<file path="src/rtl/button_event_arbiter_pkg.sv">
// Shared definitions for the button event arbiter: FSM encodings and drop counter width.
package button_event_arbiter_pkg;

  localparam logic [0:0] ARB_IDLE    = 1'b0;
  localparam logic [0:0] ARB_PRESENT = 1'b1;

  localparam int unsigned DROP_CNT_W = 8;

endpackage

</file>
<file path="src/rtl/button_event_arbiter_rr_pick.sv">
// Combinational round-robin picker: first set bit of req scanning from ptr upward, wrapping.
module rr_pick #(
  parameter  int unsigned N_REQ = 4,
  localparam int unsigned ID_W  = $clog2(N_REQ)
) (
  input  logic [N_REQ-1:0] req,
  input  logic [ID_W-1:0]  ptr,
  output logic             any,
  output logic [ID_W-1:0]  idx
);

  int unsigned pos;

  always_comb begin
    any = 1'b0;
    idx = '0;
    pos = 0;
    for (int unsigned k = 0; k < N_REQ; k++) begin
      pos = (32'(ptr) + k) % N_REQ;
      if (!any && req[ID_W'(pos)]) begin
        any = 1'b1;
        idx = ID_W'(pos);
      end
    end
  end

endmodule

</file>
<file path="src/rtl/button_event_arbiter.sv">
// Latches event pulses and presents them one at a time over valid/ready with round-robin fairness.
// Optional saturating lost-event counter enabled by defining EVT_DROP_CNT_EN.
module button_event_arbiter
  import button_event_arbiter_pkg::*;
#(
  parameter  int unsigned N_REQ = 4,
  localparam int unsigned ID_W  = $clog2(N_REQ)
) (
  input  logic                  clk,
  input  logic                  rst_n,
  input  logic [N_REQ-1:0]      pulse_in,
  input  logic [N_REQ-1:0]      en_mask,
  output logic                  out_valid,
  output logic [ID_W-1:0]       out_id,
  input  logic                  out_ready,
`ifdef EVT_DROP_CNT_EN
  output logic [DROP_CNT_W-1:0] drop_cnt,
  input  logic                  drop_clr,
`endif
  output logic [N_REQ-1:0]      pending
);

  logic [0:0]       state_q, state_d;
  logic [ID_W-1:0]  rr_ptr, rr_ptr_d;
  logic [N_REQ-1:0] pending_d;
  logic [N_REQ-1:0] grant;
  logic             take;
  logic             win_any;
  logic [ID_W-1:0]  win_idx;

  rr_pick #(.N_REQ(N_REQ)) u_pick (
    .req (pending),
    .ptr (rr_ptr),
    .any (win_any),
    .idx (win_idx)
  );

  // Next state and grant decision; at most one grant per cycle.
  always_comb begin
    state_d = state_q;
    take    = 1'b0;
    grant   = '0;
    case (state_q)
      ARB_IDLE: begin
        if (win_any) begin
          take    = 1'b1;
          state_d = ARB_PRESENT;
        end
      end
      ARB_PRESENT: begin
        if (out_ready) begin
          if (win_any) take = 1'b1;
          else         state_d = ARB_IDLE;
        end
      end
      default: state_d = ARB_IDLE;
    endcase
    if (take) grant = N_REQ'(1) << win_idx;
  end

  // A new pulse beats a same-cycle grant clear, so the fresh event stays pending.
  assign pending_d = ((pending & ~grant) | pulse_in) & en_mask;
  assign rr_ptr_d  = !take ? rr_ptr :
                     (32'(win_idx) == N_REQ - 1) ? '0 : win_idx + ID_W'(1);

  always_ff @(posedge clk or negedge rst_n) begin
    if (!rst_n) begin
      state_q   <= ARB_IDLE;
      pending   <= '0;
      rr_ptr    <= '0;
      out_valid <= 1'b0;
      out_id    <= '0;
    end else begin
      state_q   <= state_d;
      pending   <= pending_d;
      rr_ptr    <= rr_ptr_d;
      out_valid <= (state_d == ARB_PRESENT);
      if (take) out_id <= win_idx;
    end
  end

`ifdef EVT_DROP_CNT_EN
  logic any_drop_c;
  assign any_drop_c = |(pulse_in & en_mask & pending & ~grant);

  // Counts cycles with at least one lost event; clear wins over increment.
  always_ff @(posedge clk or negedge rst_n) begin
    if (!rst_n)                                     drop_cnt <= '0;
    else if (drop_clr)                              drop_cnt <= '0;
    else if (any_drop_c && (drop_cnt != '1))        drop_cnt <= drop_cnt + DROP_CNT_W'(1);
  end
`endif

endmodule
</file>
<file path="config.mk">
export PLATFORM = sky130hd
export DESIGN_NAME = button_event_arbiter
export DESIGN_NICKNAME = d
export VERILOG_FILES = /design/src/rtl/button_event_arbiter_pkg.sv /design/src/rtl/button_event_arbiter_rr_pick.sv /design/src/rtl/button_event_arbiter.sv
export SDC_FILE = /design/constraint.sdc
export NUM_CORES = 1
export LEC_CHECK = 0
export ABC_AREA = 1
export CAP_MARGIN = 0
export CORE_MARGIN = 1.5
export CORE_UTILIZATION = 23
export CTS_BUF_LIST = sky130_fd_sc_hd__clkbuf_8
export CTS_CLUSTER_SIZE = 24
export DETAILED_ROUTE_END_ITERATION = 7
export MAX_ROUTING_LAYER = met4
export PLACE_DENSITY = 0.42
export SETUP_SLACK_MARGIN = 0.3
export SLEW_MARGIN = 20
export SYNTH_ARGS = -nofsm -noshare
export SYNTH_HDL_FRONTEND = slang
export SYNTH_SLANG_ARGS = --single-unit
</file>
<file path="constraint.sdc">
create_clock -name clk -period 4.2 [get_ports clk]
set_clock_uncertainty 0.1 [all_clocks]
set_input_delay 0.84 -clock clk [delete_from_list [all_inputs] [get_ports clk]]
set_output_delay 0.84 -clock clk [all_outputs]
set_load 0.03 [all_outputs]
</file>
# Word level (Yosys, flattened, before mapping)
# Index checks and enable logic that the tools add are counted.
dict set report totals {
  ff_bits 9
  in_bits 11
  output_inout_bits 7
  word_cells 48
}
dict set report op_classes {
  n_addsub 4
  order_cmp 4
  eq_ne 1
  n_shift 1
  mux 23
  bitwise 5
  n_reduce_logical 6
}
# cell count
set ops {}
lappend ops {{< comparator 2 x 3 -> 1 bit, second input constant} 4}
lappend ops {{two-way mux 1 bit} 11}
lappend ops {{two-way mux 2 bit} 5}
lappend ops {{AND 4 bit} 2}
lappend ops {{binary-select mux 1 bit (select 2 bit)} 4}
lappend ops {{adder 2 x 1 -> 2 bit, second input constant} 2}
lappend ops {{adder 2 bit, second input constant} 2}
lappend ops {{two-way mux 4 bit} 1}
lappend ops {{inverter 4 bit} 1}
lappend ops {{bitwise OR 4 bit} 1}
lappend ops {{one-hot mux 1 bit (2 select lines)} 2}
lappend ops {{left shift 1 x 2 -> 4 bit, first input constant} 1}
lappend ops {{logical AND 1 bit} 3}
lappend ops {{zero test 1 bit} 3}
lappend ops {{== test 2 bit, second input constant} 1}
lappend ops {{inverter 1 bit} 1}

# Depth between registers and ports, before layout
dict set report logic_depth {
  word_depth 20
  ltp_mapped 14
}

# By module
# Synthesis repeated with hierarchy kept, for this count alone.
dict set report unflattened {
  hier_cells 109
  area_unflattened_um2 755.7
}
# mod n_inst cells_per_inst area_each_um2 seq_area_each_um2
set by_module_without_submodules {}
lappend by_module_without_submodules {button_event_arbiter 1 50 436.7 225.2}
lappend by_module_without_submodules {rr_pick 1 59 319.1 0.0}

# Worst setup path before layout
# OpenSTA, ideal clock, no wires.
dict set report synth_timing {
  kind {register to register}
  from {register pending[0]}
  to {register rr_ptr[1]}
  setup_ns 0.120
  t_arrival_ns 1.737
  t_required_ns 3.980
  slack_ns 2.243
  path_stages_with_launch 13
  path_buffers 0
  period_less_slack_ns 1.957
  cell_sequence {dfrtp_1 -> inv_1 -> nand2_1 -> nand2_1 -> o21ai_2 -> inv_2 -> nand3_2 -> nand3_1 -> nand2_1 -> inv_1 -> ha_1 -> nand2_2 -> o21ai_2}
}
dict set report synth_via {
  word_cells_on_any_way 28
}
# element line_no
set synth_rtl {}
lappend synth_rtl {{start: declaration} button_event_arbiter.sv:20} ;# output logic [N_REQ-1:0] pending
lappend synth_rtl {{start signal: assignment} button_event_arbiter.sv:75} ;# pending <= pending_d;
lappend synth_rtl {{binary-select mux 1 bit (select 2 bit)} button_event_arbiter_rr_pick.sv:20} ;# if (!any && req[ID_W'(pos)]) begin
lappend synth_rtl {{two-way mux 1 bit (not written as such)} button_event_arbiter_rr_pick.sv:20}
lappend synth_rtl {{two-way mux 1 bit} button_event_arbiter_rr_pick.sv:20}
lappend synth_rtl {{zero test 1 bit} button_event_arbiter_rr_pick.sv:20}
lappend synth_rtl {{logical AND 1 bit} button_event_arbiter_rr_pick.sv:20}
lappend synth_rtl {{two-way mux 1 bit} button_event_arbiter_rr_pick.sv:20}
lappend synth_rtl {{zero test 1 bit} button_event_arbiter_rr_pick.sv:20}
lappend synth_rtl {{logical AND 1 bit} button_event_arbiter_rr_pick.sv:20}
lappend synth_rtl {{two-way mux 1 bit} button_event_arbiter_rr_pick.sv:20}
lappend synth_rtl {{zero test 1 bit} button_event_arbiter_rr_pick.sv:20}
lappend synth_rtl {{logical AND 1 bit} button_event_arbiter_rr_pick.sv:20}
lappend synth_rtl {{two-way mux 2 bit (*)} button_event_arbiter_rr_pick.sv:20}
lappend synth_rtl {{net u_pick.idx[1]} button_event_arbiter_rr_pick.sv:9} ;# output logic [ID_W-1:0] idx
lappend synth_rtl {{adder 2 x 1 -> 2 bit / == test 2 bit (equally long branches)} button_event_arbiter.sv:64} ;# (32'(win_idx) == N_REQ - 1) ? '0 : win_idx + ID_W'(1);
lappend synth_rtl {{two-way mux 2 bit (*)} button_event_arbiter.sv:64}
lappend synth_rtl {{end signal: assignment} button_event_arbiter.sv:76} ;# rr_ptr <= rr_ptr_d;
lappend synth_rtl {{end: declaration} button_event_arbiter.sv:24} ;# logic [ID_W-1:0] rr_ptr, rr_ptr_d;
# The timed path passes the listed nets; every way through them passes the cells marked *. The select of a mux whose other input is x is not followed.
# A chain may end at the register's enable or synchronous reset.

# Worst setup path after layout
dict set report layout_timing {
  from {register pending[1]}
  to {output port pending[1]}
}
# No word-level cell between the ends.

==> summary.md <==
| Metric | Value |
|---|---|
| Setup tns final | 0 ns |
| Maximum root-to-sink buffer count | 2 |
| Initial core utilization | 24.1% |
| HP Start | out_id[1] |
| GR Overflow Total | 0 |
| Die X | 62.1 um |
| Die H | 62.1 um |
| Worst endpoint required time | 3.26 ns |
| Pint | 0.417 mW |
| #FFs+latches synth | 9 |
| P_leak | 0.523 nW |
| Clk pin slew, worst setup/hold paths | 0.05 ns |
| NetSw | 0.488 mW |
| Synth area leaders | dfrtp_1 28%, nand2_1 13%, inv_1 7.9% |
| 1st-pass router iterations | 4 |
| Minimum clock period | 2.30 ns |
| Total GRT Usage | 10.1% |
| FMAX | 435 MHz |
| Number of cells on the critical path | 1 |
| Postcts setup bufs | 0 |
| Delay-heaviest family, CP | buffers and inverters |
| Via density | 4.05 |
| Slew at the pin with the worst max-slew slack | 0.431 ns |
| Max cap viols | 0 |
| CTS tree | built |
| CTS buffer count | 3 |
| Fill cells | 378 |
| Yosys warning count | 0 |
| Crit Path Class | register to output port |
| Clk_lat worst skew | 0.24 ns |
| Antenna-violating nets left | 0 |
| Io pins | 18 |
| Crit path max fanout | 5 |
| Multi-input gate area | 487 um2 |
| DRC viols | 0 |
| Root buf cell | clkbuf_8 |
| Slowest stage cell, crit path | clkdlybuf4s50_1 |
| Fraction of layout instances using a drive strength above 1 | 28.2% |
| # clock sinks | 9 |
| Buf/Inv on CP | 1 |
| Vias in the first global route | 698 |
| Area Growth Syn to Fin | 32.5% |
| Final Hold Viols | 0 |
| Final worst-path cycle share | 54.7% |
| Diodes inserted | 0 |
| Register area | 225 um2 |
| Final Wtd Congestion | 0.821 |
| RSZ-0062 raised after global routing | no |
| Sequential share of power | 17.1% |
| CP startpoint kind | register |
| Logic pwr share | 71.8% |
| First-pass GRT wire length | 2990 um |
| Syn Nets | 119 |
| HPWL Detailed | 1410 um |
| Nets | 140 |
| H-Tree Depth | 1 |
| Initial antenna violation count | 0 |
| Worst VDD drop | 0.271 mV |
| R2r worst-path depth | 13 |
| Pin count of the biggest net entering global routing | 13 |
| Avg Cell Area, Syn | 7.74 um2 |
| Sequential area share after synthesis | 28.0% |
| Crit end category | output port |
| Syn Inst Count | 104 |
| Post-synth cell types | 19 |
| Final setup violation count | 0 |
| Status | complete, no violations |
| # hold bufs at CTS | 0 |
| Via count | 688 |
| DRT iter0 DRCs | 10 |
| Delay of the slowest critical-path stage | 0.71 ns |
| Die footprint | 3860 um2 |
| Post-synth top area share | 28.0% |
| Cell chain of the critical path | clkdlybuf4s50_1 |
| PortBufs | 17 |
| Critical Path AT | 1.36 ns |
| Final slew viol count | 0 |
| Hold Path Sink | out_id[1] |
| Cell Rows | 21 |
| Hold path depth | 2 |
| Final Non-Filler Cells | 170 |
| Final wirelength | 1660 um |
| Hold WC Path Type | register to register |
| Placeable Area | 3340 um2 |
| Power Dens Cells | 848 nW/um2 |
| Sw Ratio | 53.9% |
| Placed cell count | 166 |
| Cell taking the most area after synthesis | dfrtp_1 |
| Wire per inst | 9.76 um |
| Post-cts sizing count | 0 |
| Cell area after synthesis | 805 um2 |
| Clock power share | 11.1% |
| Worst R2R End | pending[2] |
| Slew margin rel. | 71.2% |
| R2R setup slack | 2.01 ns |
| Critical R2R Launch | rr_ptr[0] |
-- power groups by stage --
| stage | logic [mW] | registers, mW | clock network [mW] |
|---|---|---|---|
| 5_1_grt | 0.734 | 0.160 | 0.107 |
| 2_1_floorplan | 0.507 | 0.180 | 0 |
| 6_report | 0.649 | 0.155 | 0.101 |
| 3_3_place_gp | 0.668 | 0.156 | 0 |
| 4_1_cts | 0.661 | 0.155 | 0.103 |
| 3_5_place_dp | 0.659 | 0.156 | 0 |
-- area by class of cell --
| class | count | share of cell area, % |
|---|---|---|
| Tap cell | 46 | 5.40 |
| Clock buffer | 3 | 3.87 |
| Timing Repair Buffer | 17 | 16.0 |
| Inverter | 21 | 7.63 |
| Sequential cell | 9 | 21.1 |
| Multi-Input combinational cell | 73 | 45.7 |
| Clock inverter | 1 | 0.352 |
-- synthesized netlist by cell type (all sizes together) --
cell type,number
nand2,40
inv,21
nand3,14
dfrtp,9
o21ai,6
a21oi,5
ha,4
nand4,2
a31oi,1
buf,1
nor2,1
-- per-stage QoR --
stage / total power, mW / worst slack, ns / utilization (%) / instance area, um2 / hold WS (ns)
finish: 0.904 / 1.90 / 31.9 / 1070 / 0.378
global placement: 0.824 / 2.03 / 30.6 / 1020 / 0.364
detailed placement: 0.815 / 2.00 / 30.6 / 1020 / 0.374
global route: 1.00 / 1.75 / 31.9 / 1070 / 0.401
CTS: 0.919 / 1.90 / 31.9 / 1070 / 0.386
floorplan: 0.686 / 2.24 / - / 805 / 0.444
-- kinds of logic (layout without fill, tap and decap cells) --
family | count (synthesis) | count (layout) | share of synthesized area [%]
buf+inv | 22 | 42 | 11.5
simple gates | 57 | 57 | 42.9
compound gates | 12 | 12 | 11.4
fa+ha+maj | 4 | 4 | 6.22
flops | 9 | 9 | 28.0
-- metal layers --
metal,global-route usage [%],wire (um),vias up,part of all wire [%]
met2,17.0,832,17,50
met3,1.09,48,4,2.9
met1,11.5,735,304,44
met5,-,0,-,0
li1,-,-,363,-
met4,6.67,44,0,2.7
-- state kept, by name (all words and copies together), names as in the netlist --
register / flops
state_q: 1
pending: 4
out_id: 2
rr_ptr: 2
-- placed cells by master (no fill, tap or decap) --
| master | Yosys | routed |
|---|---|---|
| nand2_2 | 8 | 8 |
| nor2_8 | 1 | 1 |
| nand3_2 | 6 | 6 |
| a21oi_1 | 1 | 1 |
| inv_2 | 3 | 3 |
| clkbuf_8 | 0 | 3 |
| a31oi_1 | 1 | 1 |
| nand4_1 | 2 | 2 |
| nand2_1 | 28 | 28 |
| nand3_1 | 7 | 7 |
| ha_1 | 4 | 4 |
| dfrtp_1 | 9 | 9 |
| clkdlybuf4s50_1 | 0 | 17 |
| a21oi_2 | 4 | 4 |
| inv_4 | 1 | 1 |
| inv_1 | 17 | 18 |
| o21ai_0 | 2 | 2 |
| nand2_4 | 4 | 4 |
| o21ai_2 | 4 | 4 |
| nand3_4 | 1 | 1 |
-- worst max-delay path by stage --
| stage | from | endpoint | slack [ns] |
|---|---|---|---|
| floorplan | pending[0] | rr_ptr[1] | 2.24 |
| global placement | rr_ptr[0] | pending[3] | 2.03 |
| detailed placement | rr_ptr[0] | pending[2] | 2.00 |
| CTS | pending[1] | pending[1] | 1.90 |
| global route | rr_ptr[0] | pending[2] | 1.75 |
| finish | pending[1] | pending[1] | 1.90 |
(Power assumes the default switching activity.)
